[config.mk]
export PLATFORM = sky130hd
export DESIGN_NAME = pwm_reg_ctrl
export DESIGN_NICKNAME = d
export VERILOG_FILES = /design/src/rtl/pwm_pkg.sv /design/src/rtl/pwm_prescaler.sv /design/src/rtl/pwm_reg_ctrl.sv
export SDC_FILE = /design/constraint.sdc
export NUM_CORES = 1
export LEC_CHECK = 0
export CORE_MARGIN = 5
export CORE_UTILIZATION = 57
export CTS_BUF_LIST = sky130_fd_sc_hd__clkbuf_16
export DETAILED_ROUTE_END_ITERATION = 10
export PLACE_DENSITY_LB_ADDON = 0.05
export SYNTH_ARGS = -nofsm -noshare
export SYNTH_HDL_FRONTEND = slang
export SYNTH_SLANG_ARGS = --single-unit
[constraint.sdc]
create_clock -name clk -period 3.1 [get_ports clk]
set_clock_uncertainty 0.2 [all_clocks]
set_input_delay 0.775 -clock clk [delete_from_list [all_inputs] [get_ports clk]]
set_output_delay 0.775 -clock clk [all_outputs]
set_load 0.01 [all_outputs]
[src/rtl/pwm_pkg.sv]
// Shared constants for the PWM register bank: register map, CTRL/STATUS
// bit positions and prescaler divide encodings.
package pwm_pkg;

  localparam logic [1:0] ADDR_CTRL   = 2'd0;
  localparam logic [1:0] ADDR_PERIOD = 2'd1;
  localparam logic [1:0] ADDR_DUTY   = 2'd2;
  localparam logic [1:0] ADDR_STATUS = 2'd3;

  localparam int CTRL_EN     = 0;
  localparam int CTRL_INV    = 1;
  localparam int CTRL_PSC_LO = 2;
  localparam int CTRL_PSC_HI = 3;
  localparam int CTRL_W      = 4;

  localparam int STAT_PEND = 0;
  localparam int STAT_DONE = 1;

  localparam logic [1:0] PSC_DIV1  = 2'b00;
  localparam logic [1:0] PSC_DIV4  = 2'b01;
  localparam logic [1:0] PSC_DIV16 = 2'b10;
  localparam logic [1:0] PSC_DIV64 = 2'b11;

  localparam int PSC_CNT_W = 6;

  // Terminal count (divide ratio minus one) for each prescaler setting.
  function automatic logic [PSC_CNT_W-1:0] psc_max(input logic [1:0] psc);
    case (psc)
      PSC_DIV1:  return 6'd0;
      PSC_DIV4:  return 6'd3;
      PSC_DIV16: return 6'd15;
      default:   return 6'd63;
    endcase
  endfunction

endpackage

[src/rtl/pwm_prescaler.sv]
// Clock prescaler: emits a single-cycle tick every 1/4/16/64 clk cycles
// while enabled; held at zero when disabled or restarted.
module pwm_prescaler
  import pwm_pkg::*;
(
  input  logic       clk,
  input  logic       rst_n,
  input  logic       en,
  input  logic [1:0] psc,
  input  logic       restart,
  output logic       tick
);

  logic [PSC_CNT_W-1:0] cnt;

  assign tick = en && (cnt == psc_max(psc));

  always_ff @(posedge clk or negedge rst_n) begin
    if (!rst_n) begin
      cnt <= '0;
    end else if (!en || restart || tick) begin
      cnt <= '0;
    end else begin
      cnt <= cnt + 1'b1;
    end
  end

endmodule

[src/rtl/pwm_reg_ctrl.sv]
// PWM register bank and sequencer: edge-committed SPI writes into shadow
// registers, period counter, and shadow-to-active transfer at each wrap.
module pwm_reg_ctrl
  import pwm_pkg::*;
#(
  parameter int                DATA_W     = 8,
  parameter logic [DATA_W-1:0] RST_PERIOD = DATA_W'(8'hFF),
  parameter logic [DATA_W-1:0] RST_DUTY   = DATA_W'(8'h80)
) (
  input  logic              clk,
  input  logic              rst_n,
  input  logic [1:0]        addr_i,
  input  logic [DATA_W-1:0] data_wr_i,
  input  logic              wr_en_i,
  output logic [DATA_W-1:0] data_rd_o,
  output logic              pwm_o,
  output logic              period_tick_o
);

  logic [CTRL_W-1:0] ctrl;
  logic [DATA_W-1:0] sh_period, sh_duty, act_period, act_duty, cnt;
  logic              pend, done, wr_en_q;
  logic              en, inv, tick, wrap, commit;
  logic              wr_ctrl, wr_period, wr_duty, wr_status;
  logic [1:0]        psc;

  assign en  = ctrl[CTRL_EN];
  assign inv = ctrl[CTRL_INV];
  assign psc = ctrl[CTRL_PSC_HI:CTRL_PSC_LO];

  // A held strobe commits only on its first cycle.
  assign commit    = wr_en_i && !wr_en_q;
  assign wr_ctrl   = commit && (addr_i == ADDR_CTRL);
  assign wr_period = commit && (addr_i == ADDR_PERIOD);
  assign wr_duty   = commit && (addr_i == ADDR_DUTY);
  assign wr_status = commit && (addr_i == ADDR_STATUS);

  pwm_prescaler u_prescaler (
    .clk     (clk),
    .rst_n   (rst_n),
    .en      (en),
    .psc     (psc),
    .restart (wr_ctrl),
    .tick    (tick)
  );

  assign wrap  = tick && (cnt == act_period);
  assign pwm_o = (en && (cnt < act_duty)) ^ inv;

  always_comb begin
    data_rd_o = '0;
    case (addr_i)
      ADDR_CTRL:   data_rd_o[CTRL_W-1:0] = ctrl;
      ADDR_PERIOD: data_rd_o = sh_period;
      ADDR_DUTY:   data_rd_o = sh_duty;
      default: begin
        data_rd_o[STAT_PEND] = pend;
        data_rd_o[STAT_DONE] = done;
      end
    endcase
  end

  always_ff @(posedge clk or negedge rst_n) begin
    if (!rst_n) begin
      ctrl          <= '0;
      sh_period     <= RST_PERIOD;
      sh_duty       <= RST_DUTY;
      act_period    <= RST_PERIOD;
      act_duty      <= RST_DUTY;
      cnt           <= '0;
      pend          <= 1'b0;
      done          <= 1'b0;
      wr_en_q       <= 1'b0;
      period_tick_o <= 1'b0;
    end else begin
      wr_en_q       <= wr_en_i;
      period_tick_o <= wrap;
      if (wr_ctrl)   ctrl      <= data_wr_i[CTRL_W-1:0];
      if (wr_period) sh_period <= data_wr_i;
      if (wr_duty)   sh_duty   <= data_wr_i;

      // The active set sees the pre-write shadow on a coincident wrap.
      if (!en) begin
        cnt        <= '0;
        act_period <= sh_period;
        act_duty   <= sh_duty;
        pend       <= 1'b0;
      end else begin
        if (tick) cnt <= wrap ? '0 : cnt + 1'b1;
        if (wrap) begin
          act_period <= sh_period;
          act_duty   <= sh_duty;
        end
        if (wr_period || wr_duty) pend <= 1'b1;
        else if (wrap)            pend <= 1'b0;
      end

      if (wrap)                                 done <= 1'b1;
      else if (wr_status && data_wr_i[STAT_DONE]) done <= 1'b0;
    end
  end

endmodule

**Yosys cells after proc, flatten, opt, wreduce, memory -nomap -nowiden**

Cells that the tools add are included.

- Bits in registers: 54
- Input port bits: 13
- Output and inout bits: 10
- Logic and storage cells: 59

- Add/subtract/negate cells: 2
- Magnitude comparators: 1
- Equality and inequality tests: 10
- Muxes and demuxes: 17
- Bitwise logic cells: 1
- Reduce and logical (&&, ||, !) cells: 17

Operators by type and width:

| cell | number |
|---|---|
| $mux W8 | 7 |
| $pmux W6 S3 | 1 |
| $pmux W2 S3 | 2 |
| $logic_and A1 B1 Y1 | 9 |
| $add A8 B1 Y8 const B | 1 |
| $eq A8 B8 Y1 | 1 |
| $lt A8 B8 Y1 | 1 |
| $pmux W4 S2 | 1 |
| $add A6 B1 Y6 const B | 1 |
| $eq A2 B2 Y1 const B | 3 |
| $eq A6 B6 Y1 | 1 |
| $mux W6 | 1 |
| $mux W1 | 5 |
| $eq A2 B1 Y1 const B | 2 |
| $logic_not A2 Y1 | 2 |
| $ne A2 B1 Y1 const B | 2 |
| $logic_or A1 B1 Y1 | 3 |
| $ne A3 B1 Y1 const B | 1 |
| $logic_not A1 Y1 | 2 |
| $reduce_bool A2 Y1 | 1 |
| $xor A1 B1 Y1 | 1 |

**Logic depth before layout (Yosys ltp)**

- Word-level depth: 8
- Mapped depth: 6
- Mapped depth without buffers: 6

**Modules after synthesis**

A second synthesis with hierarchy kept.

- Cell total of the unflattened synthesis: 238
- Area total of the unflattened synthesis: 2738.9 um2

Modules (own cells, without submodules):

| module | times used | cells an instance | area an instance (um2) | sequential area each (um2) |
|---|---|---|---|---|
| pwm_reg_ctrl | 1 | 201 | 2388.5 | 1223.7 |
| pwm_prescaler | 1 | 37 | 350.3 | 150.1 |

**Worst setup path after synthesis**

Ideal clock, no wire load.

- Path type: input to output
- Start: input addr_i[0]
- End: output data_rd_o[1]
- Arrival time: 1.621 ns
- Data required time: 2.125 ns
- Setup slack: 0.504 ns
- Stages: 5
- Buffers on the path: 1
- Cell sequence: inv_1 > ha_1 > clkbuf_1 > a222oi_1 > mux2i_1

- Word-level cells in the longest chain between the ends: 2
- Elaborated cells between the ends (all ways): 4
- Those cells by class: eq/ne (2); mux (1); reduce/logical (1)

Ends and longest elaborated chain:

| what | RTL line | RTL |
|---|---|---|
| start: declaration | pwm_reg_ctrl.sv:12 | `input logic [1:0] addr_i,` |
| $eq A2 B2 Y1, or another cell as far along | pwm_reg_ctrl.sv:52 | `case (addr_i)` |
| $pmux W2 S3 (*) | pwm_reg_ctrl.sv:52 |  |
| end: declaration | pwm_reg_ctrl.sv:15 | `output logic [DATA_W-1:0] data_rd_o,` |

Mark *: on every way between the ends. The rest lies on a longest branch, timed or not.

**Worst setup path in the final report**

- Start: input addr_i[1]
- End: output data_rd_o[3]

Same word-level chain as after synthesis.

==> flow_metrics.py <==
metrics = {
    "status": {
        "status": "complete, no violations",
    },
    "setup_path": {
        "reg2reg_setup_slack_ps": 430,
        "cp-end-kind": "output pin",
        "worstReg2RegStart": "ctrl[2]",
        "rr_worst_depth": 6,
        "cp_slowest_cell": "a222oi_1",
        "crit_path_cell_trace": "clkdlybuf4s15_1, inv_2, ha_2, a222oi_1, nor2_1, dlygate4sd2_1",
        "worst-path-buf-inv": 3,
        "worstSetupPathType": "primary input to output pin",
        "timing.rr.end": "act_duty[4]",
        "slowest_delay_ps": 370,
        "cp-start-kind": "primary input",
        "cp_max_fo": 5,
        "cp.arrival_ps": 2000,
        "cp.required_ps": 2120,
        "crit_family": "buffers and inverters",
    },
    "layout": {
        "fin_nets": 299,
        "fin_area_um2": 3260,
        "fillCellCount": 364,
        "syn_to_final_growth_pct": 19.0,
        "drive_gt1_share_pct": 31.9,
        "regArea_um2": 1370,
        "utilization_pct": 69.5,
        "insertedDiodeCount": 0,
        "multiInputGateArea_um2": 1310,
    },
    "route": {
        "firstDrtPassIters": 5,
        "drc_errors": 0,
        "wl_mm": 5.52,
        "wl_per_cell_um": 16.9,
        "drtIter0Drc": 89,
        "via_per_inst": 5.83,
        "vias": 1907,
        "ant_nets": 0,
    },
    "run": {
        "drv_cap": 0,
    },
    "power_and_ir_drop": {
        "clockPowerShare_pct": 25.2,
        "switching_share_pct": 29.9,
        "power.switching_mw": 0.651,
        "p_int_mw": 1.53,
        "leakage_nw": 1.46,
        "design_power_total_mw": 2.18,
        "max-vdd-ir-drop_mv": 0.495,
        "cellPowerDensity_nw_per_um2": 668,
        "sequentialPowerShare_pct": 49.0,
        "power_frac_comb_pct": 25.8,
    },
    "global_routing": {
        "grt_first_pass_wirelength_mm": 9.54,
        "grt_pass1_vias": 1996,
        "grt_usage_pct": 19.7,
        "grt_antenna_before_repair": 0,
        "overflow": 0,
        "grt_max_degree": 28,
    },
    "timing": {
        "hold_ws_ps": 268,
        "timing.final.crit_share_pct": 96.0,
        "fmax_ghz": 0.336,
        "min_period_ps": 2980,
        "slew_headroom_pct": 59.0,
        "worstMarginPinSlew_ps": 610,
        "grt_setup_unrepaired": "no",
        "slew_viol_final": 0,
        "finalSetupViolations": 0,
        "finalSetupTns_ps": 0,
        "hold_viol_final": 0,
    },
    "floorplanning": {
        "core-area_um2": 4690,
        "fp.dieW_um": 79.3,
        "ioPinCount": 23,
        "fp.dieH_um": 79.3,
        "initial_core_util_pct": 58.4,
        "die-area_um2": 6290,
        "rows": 25,
    },
    "cts": {
        "cts.htree.levels": 2,
        "clk_latency_ps": 290,
        "cts.sinks": 54,
        "cts_buffer_depth": 2,
        "tritoncts": "yes",
        "clk_pin_slew_ps": 70,
        "root_buffer": "clkbuf_16",
        "numCtsBuffers": 5,
    },
    "logic_synthesis": {
        "ys_warn_count": 0,
        "ys_ff_latch": 54,
        "yosys_most_used_dff": "dfrtp_1",
        "synth.distinct_cells": 39,
        "synth.avg_cell_area_um2": 11.8,
        "syn_inst": 233,
        "seq_area_frac_synth_pct": 50.2,
        "synthTopCellsByArea": "dfrtp_1 33%, dfstp_2 17%, mux2_2 15%",
        "netlist_top_cells_count": "36 x dfrtp_1, 36 x mux2_2, 18 x dfstp_2, 14 x ha_1, 14 x inv_1",
        "yosysTopAreaCell": "dfrtp_1",
        "yosys.area.top_type_share_pct": 32.9,
        "ys_async_sr_fraction_pct": 100,
        "synth_nets": 260,
        "synth_edf_count": 0,
        "syn-cell-area_um2": 2740,
    },
    "hold_path": {
        "min_path_type": "primary input to asynchronous set/reset pin",
    },
    "place": {
        "dpl.hpwl_mm": 4.23,
        "gp_congestion": 0.819,
        "placed_area_um2": 3110,
        "io_buffers": 22,
    },
}
power by group through the flow:
stage	Clock [mW]	Sequential [mW]	Combinational, mW
after global routing	0.586	1.09	0.626
after CTS	0.561	1.07	0.566
final	0.549	1.07	0.562
after detailed placement	0	1.08	0.571
after floorplan	0	1.03	0.415
after global placement	0	1.07	0.556
sequential cells by signal, summed over array words and instances (netlist names):
name / cells
cnt: 8
done: 1
act_period: 8
pend: 1
u_prescaler.cnt: 6
sh_duty: 8
ctrl: 4
act_duty: 8
sh_period: 8
wr_en_q: 1
period_tick_o: 1
through the flow:
step / setup WS (ps) / instances
detailed placement: -455 / 319
finish: 124 / 327
CTS: 29.4 / 327
floorplan: 504 / 233
global route: 15.5 / 327
global placement: -416 / 319
kinds of logic (layout without fill, tap and decap cells):
group | count (synthesis) | in the layout | synth area share, %
AO/OA/AOI/OAI | 40 | 40 | 10.6
XOR/XNOR | 12 | 12 | 3.84
adder cells (fa/ha/maj) | 14 | 14 | 6.40
buffers and inverters | 19 | 59 | 2.97
flip-flops | 54 | 54 | 50.2
multiplexers | 38 | 38 | 15.5
AND/OR/NAND/NOR | 56 | 56 | 10.5
worst max-delay path by stage:
stage | end | startpoint | slack (ps) | cells past startpoint
final | data_rd_o[3] | addr_i[1] | 120 | 6
after global routing | data_rd_o[1] | addr_i[1] | 20 | 6
after CTS | data_rd_o[3] | addr_i[0] | 30 | 6
after detailed placement | data_rd_o[1] | addr_i[1] | -450 | 6
after global placement | data_rd_o[2] | addr_i[1] | -420 | 6
after floorplan | data_rd_o[1] | addr_i[0] | 500 | 5
cell type report:
cell class | count | area share (%)
flip-flops and latches | 54 | 42.1
multi-input cells | 160 | 40.1
repair buffers | 37 | 9.67
clock buffers | 5 | 3.84
well taps | 54 | 2.07
inverters | 14 | 1.61
clock inverters | 3 | 0.614
layout by cell type, fill, tap and decap left out, drive strengths merged, types with 2 or more instances in the layout:
| master | instances |
|---|---|
| mux2 | 36 |
| dfrtp | 36 |
| dfstp | 18 |
| buf | 16 |
| inv | 15 |
| ha | 14 |
| nand2 | 13 |
| nand3 | 11 |
| xor2 | 11 |
| nor2 | 10 |
| clkdlybuf4s50 | 10 |
| a21oi | 9 |
| dlygate4sd2 | 7 |
| o21ai | 7 |
| clkbuf | 6 |
| nor2b | 5 |
| or3 | 5 |
| a222oi | 4 |
| a22oi | 4 |
| a21o | 3 |
| o21a | 3 |
| a31oi | 3 |
| clkdlybuf4s15 | 3 |
| nand4 | 2 |
| nor4 | 2 |
| nor3 | 2 |
| mux2i | 2 |
| nand2b | 2 |
| o211ai | 2 |
| o31ai | 2 |
timing repair:
action | 4_1_cts | 5_1_grt
setup endpoints to repair | 9 | 8
pin swaps | 4 | 1
hold buffers | 0 | 0
buffers inserted | 0 | 0
gates resized for setup | 19 | 4
routing by layer:
metal	global-route usage, %	vias to the layer above	routed length [µm]
li1	-	920	-
met1	27.1	939	2580
met2	31.5	40	2700
met3	3.40	8	180
met4	6.87	0	68
met5	0	-	0
Note: power is estimated with default switching activity, not from simulation.
